$ cat src/rtl/pix_clk_frac_gen.sv
// Pixel-rate tick and square-wave clock from the system clock, using either an
// integer divider or a phase accumulator, with shadowed glitch-free reconfiguration.
module pix_clk_frac_gen #(
    parameter int unsigned     ACC_W        = 32,
    parameter int unsigned     DIV_W        = 16,
    parameter bit              DEFAULT_MODE = 1'b1,
    parameter int unsigned     DEFAULT_DIV  = 4,
    parameter longint unsigned DEFAULT_INC  = 64'd1081258017,
    parameter int unsigned     LOCK_TICKS   = 16
) (
    input  logic             clk_in,
    input  logic             reset,
    input  logic             en,
    input  logic             cfg_load,
    input  logic             cfg_mode,
    input  logic [DIV_W-1:0] cfg_div,
    input  logic [ACC_W-1:0] cfg_inc,
    output logic             cfg_busy,
    output logic             pix_tick,
    output logic             clk_pix,
    output logic             locked
);
    localparam int unsigned      LC_W    = $clog2(LOCK_TICKS + 1);
    localparam logic [DIV_W-1:0] DEF_DIV = DIV_W'(DEFAULT_DIV);
    localparam logic [ACC_W-1:0] DEF_INC = ACC_W'(DEFAULT_INC);
    localparam logic [LC_W-1:0]  LOCK_N  = LC_W'(LOCK_TICKS);

    logic             mode_q, mode_d, sh_mode_q, sh_mode_d;
    logic [DIV_W-1:0] div_q, div_d, sh_div_q, sh_div_d;
    logic [ACC_W-1:0] inc_q, inc_d, sh_inc_q, sh_inc_d;
    logic [DIV_W-1:0] cnt_q, cnt_d;
    logic [ACC_W-1:0] acc_q, acc_d;
    logic [LC_W-1:0]  lcnt_q, lcnt_d;
    logic             busy_q, busy_d;
    logic             tick_q, tick_d;
    logic             clkp_q, clkp_d;
    logic             lock_q, lock_d;

    logic [DIV_W-1:0] dv, cnt_nx;
    logic [DIV_W:0]   half;
    logic [ACC_W:0]   sum;
    logic             wrap, tick_n, clkp_n, apply;

    // Period position and phase for the active configuration
    always_comb begin
        dv     = (div_q == '0) ? DIV_W'(1) : div_q;
        wrap   = (cnt_q == dv - DIV_W'(1));
        cnt_nx = wrap ? '0 : cnt_q + DIV_W'(1);
        half   = ({1'b0, dv} + (DIV_W+1)'(1)) >> 1;
        sum    = {1'b0, acc_q} + {1'b0, inc_q};
        if (mode_q) begin
            tick_n = sum[ACC_W];
            clkp_n = sum[ACC_W-1];
        end else begin
            tick_n = wrap;
            clkp_n = ({1'b0, cnt_nx} < half);
        end
        apply = busy_q && (!en || tick_n);
    end

    always_comb begin
        mode_d    = mode_q;
        div_d     = div_q;
        inc_d     = inc_q;
        sh_mode_d = sh_mode_q;
        sh_div_d  = sh_div_q;
        sh_inc_d  = sh_inc_q;
        cnt_d     = cnt_q;
        acc_d     = acc_q;
        lcnt_d    = lcnt_q;
        busy_d    = busy_q;
        tick_d    = 1'b0;
        clkp_d    = 1'b0;
        if (en) begin
            tick_d = tick_n;
            clkp_d = clkp_n;
            if (mode_q) acc_d = sum[ACC_W-1:0];
            else        cnt_d = cnt_nx;
            if (tick_n && lcnt_q != LOCK_N) lcnt_d = lcnt_q + LC_W'(1);
        end else begin
            lcnt_d = '0;
        end
        // Boundary tick is still emitted; the new config starts from phase 0
        if (apply) begin
            mode_d = sh_mode_q;
            div_d  = sh_div_q;
            inc_d  = sh_inc_q;
            cnt_d  = '0;
            acc_d  = '0;
            lcnt_d = '0;
            busy_d = 1'b0;
        end
        if (cfg_load) begin
            sh_mode_d = cfg_mode;
            sh_div_d  = cfg_div;
            sh_inc_d  = cfg_inc;
            busy_d    = 1'b1;
        end
        lock_d = (lcnt_d == LOCK_N) && !busy_d;
    end

    always_ff @(posedge clk_in or posedge reset) begin
        if (reset) begin
            mode_q    <= DEFAULT_MODE;
            div_q     <= DEF_DIV;
            inc_q     <= DEF_INC;
            sh_mode_q <= DEFAULT_MODE;
            sh_div_q  <= DEF_DIV;
            sh_inc_q  <= DEF_INC;
            cnt_q     <= '0;
            acc_q     <= '0;
            lcnt_q    <= '0;
            busy_q    <= 1'b0;
            tick_q    <= 1'b0;
            clkp_q    <= 1'b0;
            lock_q    <= 1'b0;
        end else begin
            mode_q    <= mode_d;
            div_q     <= div_d;
            inc_q     <= inc_d;
            sh_mode_q <= sh_mode_d;
            sh_div_q  <= sh_div_d;
            sh_inc_q  <= sh_inc_d;
            cnt_q     <= cnt_d;
            acc_q     <= acc_d;
            lcnt_q    <= lcnt_d;
            busy_q    <= busy_d;
            tick_q    <= tick_d;
            clkp_q    <= clkp_d;
            lock_q    <= lock_d;
        end
    end

    assign cfg_busy = busy_q;
    assign pix_tick = tick_q;
    assign clk_pix  = clkp_q;
    assign locked   = lock_q;
endmodule

$ cat config.mk
export PLATFORM = sky130hd
export DESIGN_NAME = pix_clk_frac_gen
export DESIGN_NICKNAME = d
export VERILOG_FILES = /design/src/rtl/pix_clk_frac_gen.sv
export SDC_FILE = /design/constraint.sdc
export NUM_CORES = 1
export LEC_CHECK = 0
export ABC_AREA = 0
export CORE_ASPECT_RATIO = 1.75
export CORE_MARGIN = 5
export CORE_UTILIZATION = 55
export DETAILED_ROUTE_END_ITERATION = 10
export GPL_ROUTABILITY_DRIVEN = 0
export PLACE_DENSITY_LB_ADDON = 0.12
export SYNTH_ARGS = -nofsm -noshare
export SYNTH_HDL_FRONTEND = slang
export SYNTH_SLANG_ARGS = --single-unit
$ cat constraint.sdc
create_clock -name clk_in -period 5.1 [get_ports clk_in]
set_input_delay 0.765 -clock clk_in [delete_from_list [all_inputs] [get_ports clk_in]]
set_output_delay 0.765 -clock clk_in [all_outputs]
set_load 0.02 [all_outputs]
After elaboration in Yosys (flattened, before gate mapping)

Cells that the tools add are included.
Widths: inputs -> output; s select.

Flip-flop bits (word level): 155
Word-level logic and storage cells: 51

Add/sub/neg operators: 5
Magnitude comparators: 1
Equal/unequal tests: 4
Multiplexer cells: 17
Reductions and logical operators: 11

Operator list:

| operator              | number |
|---|---|
| $mux 32               | 3 |
| $mux 16               | 5 |
| $add 32x32->33        | 1 |
| $add 16x1->17 const B | 1 |
| $add 16x1->16 const B | 1 |
| $eq 16x16->1          | 1 |
| $logic_not 16->1      | 1 |
| $lt 16x16->1          | 1 |
| $sub 16x1->16 const B | 1 |
| $mux 5                | 3 |
| $mux 1                | 6 |
| $add 5x1->5 const B   | 1 |
| $eq 5x5->1 const B    | 1 |
| $ne 5x5->1 const B    | 1 |
| $reduce_and 2->1      | 2 |
| $reduce_bool 2->1     | 2 |
| $logic_and 1x1->1     | 3 |
| $logic_not 1->1       | 2 |
| $ne 2x1->1 const B    | 1 |
| $logic_or 1x1->1      | 1 |

Depth between registers and ports, before layout

Gate-level depths: netlist (run 1).

Depth after elaboration: 11
Mapped depth: 25

Least setup slack after synthesis (run 1)

OpenSTA, ideal clock, no wires.

Path kind: flip-flop to flip-flop
Start point: register div_q[5]
End point: register clkp_q, in the netlist clk_pix
Library setup time: 0.087 ns
Data arrival time: 4.627 ns
Data required time: 5.013 ns
Slack: 0.387 ns
Cell stages (with the launch flop): 26
Buffers on the path: 3
Cell sequence: dfrtp_1 > buf_2 > nor4_4 > nand4_1 > o21bai_1 > inv_1 > ha_1 > nor3b_1 > and3_1 > a311oi_2 > nand4_1 > nor3_2 > and4b_1 > clkbuf_1 > buf_2 > nor2_1 > ha_1 > a21o_1 > a21o_1 > a21o_1 > a21o_1 > a21oi_1 > nor2b_1 > o21ai_0 > o311ai_0 > o211ai_1

Word-level cells in the longest chain between the ends: 8

Ends and longest elaborated chain:

| what                   | RTL line | text |
|---|---|---|
| start, declared        | 29       | `logic [DIV_W-1:0] div_q, div_d, sh_div_q, sh_div_d;` |
| start signal, assigned | 119      | `div_q <= div_d;` |
| $logic_not 16->1       | 46       | `dv = (div_q == '0) ? DIV_W'(1) : div_q;` |
| $mux 16 (*)            | 46       |  |
| $sub 16x1->16          | 47       | `wrap = (cnt_q == dv - DIV_W'(1));` |
| $eq 16x16->1           | 47       |  |
| $mux 16                | 48       | `cnt_nx = wrap ? '0 : cnt_q + DIV_W'(1);` |
| $lt 16x16->1 (*)       | 56       | `clkp_n = ({1'b0, cnt_nx} < half);` |
| $mux 1 (*)             | 51       | `if (mode_q) begin` |
| $mux 1 (*)             | 74       | `if (en) begin` |
| via clkp_d             | 36       | `logic clkp_q, clkp_d;` |
| end signal, assigned   | 129      | `clkp_q <= clkp_d;` |
| end, declared          | 36       |  |

Mark *: on every way through the listed nets, which the timed path passes. The rest lies on a longest branch.
A chain may end at the register's enable or synchronous reset.

Final worst setup path (run 1)

Start point: register div_q[3]
End point: register clkp_q, in the netlist clk_pix

Same word-level chain as after synthesis.

==> impl_metrics.env, run 1 <==
export IMPL_status="complete, no violations"
export IMPL_rows=63
export IMPL_area_delta_synth_final_pct=15.52
export IMPL_power_density_nw_per_um2=550.7
export IMPL_die_h_um=182.4
export IMPL_synth_area_top_cells="dfrtp_1 (35%), nand2_1 (9.5%), ha_1 (6.8%)"
export IMPL_crit_type="reg2reg"
export IMPL_initial_core_util=0.5561
export IMPL_hp_start="sh_inc_q[13]"
export IMPL_period_needed_ns=4.764
export IMPL_rsz0062_at_grt="false"
export IMPL_die_area_um2=19780
export IMPL_ys_ff_latch=155
export IMPL_grt_usage=0.2407
export IMPL_worstMarginPinSlew_ns=1.080
export IMPL_yosys_warnings=0
export IMPL_finalMaxSlewViolations=0
export IMPL_grt_pass1_vias=7751
export IMPL_grt_pass1_wl_um=37430
export IMPL_cp_end_kind="flip-flop"
export IMPL_grt_ovfl_total=0
export IMPL_cts_reportedPaths_clkPinSlew_ns=0.06
export IMPL_cts_made_buffers=17
export IMPL_final_util=0.6424
export IMPL_synth_edff_count=0
export IMPL_worst_endpoint_arrival_ns=5.10
export IMPL_syn_num_nets=1138
export IMPL_antenna_found_initial=0
export IMPL_cts_tree="yes"
export IMPL_ys_async_sr_fraction=1.000
export IMPL_avgSynthCellArea_um2=9.038
export IMPL_clock_path_buffers=2
export IMPL_drt_iter0_markers=435
export IMPL_p_leak_nw=4.994
export IMPL_final_layout_size_suffix_gt1_frac=0.1341
export IMPL_yosysSeqAreaShare=0.4187
export IMPL_layoutNonFillerInstCount=1316
export IMPL_vias=7518
export IMPL_dpl_hpwl_um=16160
export IMPL_first_pass_iters=5
export IMPL_critPathMaxFanout=6
export IMPL_yosysTopAreaCellShare=0.3511
export IMPL_hp_class="reg2reg"
export IMPL_fmax_mhz=209.9
export IMPL_crit_start="div_q[3]"
export IMPL_grt_max_degree=103
export IMPL_syn_cell_area_um2=9336
export IMPL_via_per_inst=5.713
export IMPL_drc=0
export IMPL_detail_route_antenna_nets=0
export IMPL_fin_setup_tns_ns=0
export IMPL_ys_types=73
export IMPL_yosysTopAreaCell="dfrtp_1"
export IMPL_r2r_start="div_q[3]"
export IMPL_drv_cap=0
export IMPL_synth_ff_type="dfrtp_1"
export IMPL_max_slew_margin=0.2800
export IMPL_fin_crit_sh=0.9341
export IMPL_pre_cts_ws_ns=0.1109
export IMPL_fp_coreArea_um2=16790
export IMPL_io_buffers=56
export IMPL_hold_viol=0
export IMPL_diodes=0
export IMPL_clock_latency_ns=0.43
export IMPL_cp_required_ns=5.44
export IMPL_startpoint_type="flip-flop"
export IMPL_cts_sinks=155
export IMPL_vdd_ir_drop_max_mv=0.4440
export IMPL_synthCells=1033
export IMPL_htreeDepth=4
export IMPL_wl_per_cell_um=16.89
export IMPL_place_inst=1282
export IMPL_root_buffer="clkbuf_16"
export IMPL_fp_dieW_um=108.5
export IMPL_final_nets=1181
export IMPL_worst_slack_ns=0.3363
export IMPL_fin_skew_ns=0.007150
export IMPL_ios=57
export IMPL_setup_viol_count_final=0
export IMPL_wl_um=22220
-- flip-flops by register name (all words and copies together), names as in the netlist --
register and flops:
pix_tick 1, inc_q 32, div_q 16, mode_q 1, sh_inc_q 32, lcnt_q 5
clk_pix 1, cfg_busy 1, sh_mode_q 1, cnt_q 16, locked 1, acc_q 32
sh_div_q 16
-- layer usage --
| layer | track usage | part of all wire |
|---|---|---|
| met1 | 0.2526 | 0.36 |
| met4 | 0.1259 | 0.045 |
| met2 | 0.4441 | 0.56 |
| met5 | 0 | 0 |
| met3 | 0.04425 | 0.033 |
-- cell usage after synthesis (all sizes together), types with 2 or more instances --
cell type / n
buf: 19
inv: 22
mux2: 49
a211oi: 7
o21a: 6
nor3: 16
nand2: 236
or2: 2
o211ai: 8
nor2: 63
a31o: 3
and3: 16
a21o: 31
o21bai: 6
o2111ai: 2
nand4: 13
a41oi: 3
xor2: 28
o21ai: 22
a311oi: 3
and4: 2
dfstp: 24
nor4: 4
clkbuf: 36
o31ai: 5
a21oi: 79
nor2b: 7
ha: 51
xnor2: 36
nand2b: 5
dfrtp: 131
and2: 6
a31oi: 8
nand3b: 4
mux2i: 8
a211o: 3
or4: 3
nand3: 27
or3: 9
nor3b: 8
-- layout by cell type (no fill, tap or decap), types with 26 or more instances in the layout --
cell type          n
nand2_1          236
dfrtp_1          131
a21oi_1           79
nor2_1            62
clkdlybuf4s50_1   55
ha_1              51
mux2_2            49
xnor2_1           36
a21o_1            31
xor2_1            28
nand3_1           26
-- path summary, 6_finish.rpt --
kind	cells past startpoint	slack [ns]	end
max	22	0.34	clk_pix
min	2	0.45	inc_q[13]
max reg2reg	22	0.34	clk_pix
min reg2reg	2	0.45	inc_q[13]
max in group asynchronous	3	3.22	inc_q[30]
min in group asynchronous	2	0.91	sh_div_q[5]
-- critical path: stages, from the launching register on --
cell	delay (ns)
dfrtp_1	0.40
nor4_4	0.40
nand4_1	0.31
o21bai_2	0.26
inv_1	0.06
ha_1	0.22
nor3b_1	0.18
and3_1	0.20
a311oi_2	0.18
nand4_1	0.18
nor3_2	0.28
and4b_2	0.32
nor2_1	0.08
ha_1	0.32
a21o_1	0.16
a21o_1	0.17
a21o_1	0.18
a21o_1	0.17
a21oi_1	0.15
nor2b_1	0.06
o21ai_0	0.15
o311ai_1	0.13
o211ai_1	0.11
-- logic make-up after synthesis --
family | after synthesis | share of synthesized area
mux | 57 | 0.06768
fa+ha+maj | 52 | 0.07049
compound gates | 199 | 0.1396
buf+inv | 78 | 0.03471
xor+xnor | 64 | 0.06004
flops | 155 | 0.4187
simple gates | 428 | 0.2088
-- where the power goes --
part	total (W)	switching (W)	leakage (nW)	internal (W)
clock	0.00133	0.000505	0.296	0.000823
combinational	0.00271	0.00161	2.79	0.00111
sequential	0.00190	0.000298	1.91	0.00160
total	0.00594	0.00241	4.99	0.00353
-- stage by stage --
| step | instance area (um^2) | total power, W | hold slack, ns |
|---|---|---|---|
| floorplan | 9336 | 0.003885 | 0.4329 |
| detailed placement | 10120 | 0.004596 | 0.4432 |
| global route | 10790 | 0.006412 | 0.4620 |
| finish | 10790 | 0.005940 | 0.4496 |
| global placement | 10120 | 0.004548 | 0.4384 |
| CTS | 10750 | 0.005952 | 0.4526 |
-- layout make-up --
class | count | area, um^2
Multi-Input combinational cell | 800 | 5137
Inverter | 23 | 91.34
Tap cell | 227 | 284.0
Clock buffer | 23 | 488.0
Clock inverter | 9 | 135.1
Sequential cell | 155 | 3909
Timing Repair Buffer | 79 | 740.7
Fill cell | 1444 | 6005
-- repair_timing --
| action | CTS | global route |
|---|---|---|
| hold buffers | 0 | 0 |
| buffers inserted | 0 | 2 |
| endpoints found under the setup margin | 0 | 1 |
| gates resized for setup | 0 | 6 |
Note: power is estimated with default switching activity, not from simulation.
==> inputs of run 2 (changes only) <==
GPL_TIMING_DRIVEN = 0   (was not set)
==> impl_metrics.env, run 2 (same netlist as run 1, synthesis figures left out) <==
export IMPL_status="complete, no violations"
export IMPL_drc=0
export IMPL_pwr_share_seq=0.320
export IMPL_worstMarginPinSlew_ns=0.8246
export IMPL_final_util=0.6462
export IMPL_dpl_hpwl_um=17310
export IMPL_htreeDepth=4
export IMPL_area_delta_synth_final_pct=16.22
export IMPL_ios=57
export IMPL_hold_viol=0
export IMPL_worst_slack_ns=0.2685
export IMPL_grt_pass1_wl_um=38470
export IMPL_power_frac_comb=0.472
export IMPL_cp_end_kind="flip-flop"
export IMPL_max_slew_margin=0.4465
export IMPL_fin_crit_sh=0.9474
export IMPL_p_clk_frac=0.208
export IMPL_intPower_w=0.003403
export IMPL_cp_required_ns=5.46
export IMPL_initial_core_util=0.5561
export IMPL_final_layout_size_suffix_gt1_frac=0.1319
export IMPL_first_pass_iters=7
export IMPL_critPathMaxFanout=9
export IMPL_place_inst=1316
export IMPL_pre_cts_ws_ns=-0.9330
export IMPL_grt_pass1_vias=7948
export IMPL_diodes=0
export IMPL_power_density_nw_per_um2=544.1
export IMPL_die_area_um2=19780
export IMPL_layout_common_cells="nand2_1 (236), dfrtp_1 (130), a21oi_1 (79)"
export IMPL_drv_cap=0
export IMPL_wl_per_cell_um=17.13
export IMPL_clock_latency_ns=0.45
export IMPL_clock_path_buffers=2
export IMPL_grt_ovfl_total=0
export IMPL_period_needed_ns=4.832
export IMPL_cts_reportedPaths_clkPinSlew_ns=0.06
export IMPL_fp_dieW_um=108.5
export IMPL_cts_tree="yes"
export IMPL_via_per_inst=5.680
export IMPL_vdd_ir_drop_max_mv=0.3231
export IMPL_grt_usage=0.2494
export IMPL_cts_made_buffers=17
export IMPL_setup_viol_count_final=0
export IMPL_grt_max_degree=85
export IMPL_p_switching_w=0.002501
export IMPL_crit_type="reg2reg"
export IMPL_worst_endpoint_arrival_ns=5.19
export IMPL_layout_commonest_cell="nand2_1"
export IMPL_startpoint_type="flip-flop"
export IMPL_root_buffer="clkbuf_16"
export IMPL_final_nets=1214
export IMPL_fmax_mhz=207.0
export IMPL_detail_route_antenna_nets=0
export IMPL_hp_class="reg2reg"
export IMPL_finalMaxSlewViolations=0
export IMPL_drt_iter0_markers=368
export IMPL_fin_skew_ns=0.008855
export IMPL_cts_sinks=155
export IMPL_io_buffers=55
export IMPL_wl_um=23100
export IMPL_cts_hold_buf=0
export IMPL_whs_ns=0.4469
export IMPL_top_regs="acc_q: 32 flops, inc_q: 32 flops, sh_inc_q: 32 flops"
export IMPL_sw_frac_of_total=0.4236
export IMPL_fp_coreArea_um2=16790
export IMPL_die_h_um=182.4
export IMPL_vias=7662
export IMPL_p_leak_nw=5.003
export IMPL_layoutNonFillerInstCount=1349
export IMPL_antenna_found_initial=0
export IMPL_rows=63
-- run 2: repair_timing --
action                                  in CTS  in global routing
buffers inserted                             3                  5
endpoints found under the setup margin       1                  1
resized for setup                            6                  4
pin swaps                                    3                  5
cloned                                       0                  1
-- run 2: routing by layer --
metal / vias to the layer above / share of wire / wire length (um) / track usage
met5: - / 0 / 0 / 0
met4: 0 / 0.056 / 1289 / 0.1436
met3: 76 / 0.034 / 790 / 0.04637
met2: 161 / 0.54 / 12580 / 0.4560
met1: 3690 / 0.37 / 8448 / 0.2594
li1: 3735 / - / - / -
-- run 2: worst paths after layout --
kind	startpoint	endpoint	slack [ns]	cells past startpoint
min in group asynchronous	reset	sh_inc_q[29]	0.81	2
worst max register to register	div_q[5]	clk_pix	0.27	23
worst max-delay path	div_q[5]	clk_pix	0.27	23
worst min-delay path	sh_inc_q[17]	inc_q[17]	0.45	2
worst min register to register	sh_inc_q[17]	inc_q[17]	0.45	2
max in group asynchronous	reset	inc_q[12]	3.43	3
-- run 2: critical path, cell delays in order (launching register included) --
cell,delay [ns]
dfrtp_1,0.36
buf_2,0.19
nor4_4,0.28
nand4_1,0.27
o21bai_2,0.22
inv_1,0.06
ha_1,0.24
nor3b_2,0.19
and3_1,0.20
a311oi_2,0.18
nand4_1,0.17
nor3_2,0.30
and4b_4,0.34
nor2_1,0.09
ha_1,0.31
a21o_1,0.16
a21o_1,0.17
a21o_1,0.17
a21o_1,0.16
a21oi_1,0.13
nor2b_1,0.05
o21ai_0,0.19
o311ai_2,0.18
o211ai_1,0.12
-- run 2: area by class of cell --
type / count / area [um^2]
well taps: 227 / 284.0
clock buffers: 20 / 456.7
fillers: 1482 / 5939
flip-flops and latches: 155 / 3910
clock inverters: 12 / 115.1
multi-input cells: 801 / 5149
inverters: 23 / 91.34
repair buffers: 64 / 638.1
plain buffers: 47 / 206.4
-- run 2: per-stage QoR --
step                      area [um^2]  power [W]  setup TNS (ns)
after floorplan                  9336   0.003885               0
after global placement          10170   0.004576         -269.95
final                           10850   0.005904               0
after global routing            10850   0.006353       -0.001722
after CTS                       10800   0.005894               0
after detailed placement        10200   0.004634         -0.9330
-- run 2: power by group through the flow --
stage | registers (W) | logic, W | clock network (W)
global placement | 0.00184 | 0.00274 | 0
detailed placement | 0.00185 | 0.00279 | 0
floorplan | 0.00178 | 0.00211 | 0
global route | 0.00193 | 0.00312 | 0.00130
CTS | 0.00186 | 0.00278 | 0.00125
finish | 0.00189 | 0.00278 | 0.00123
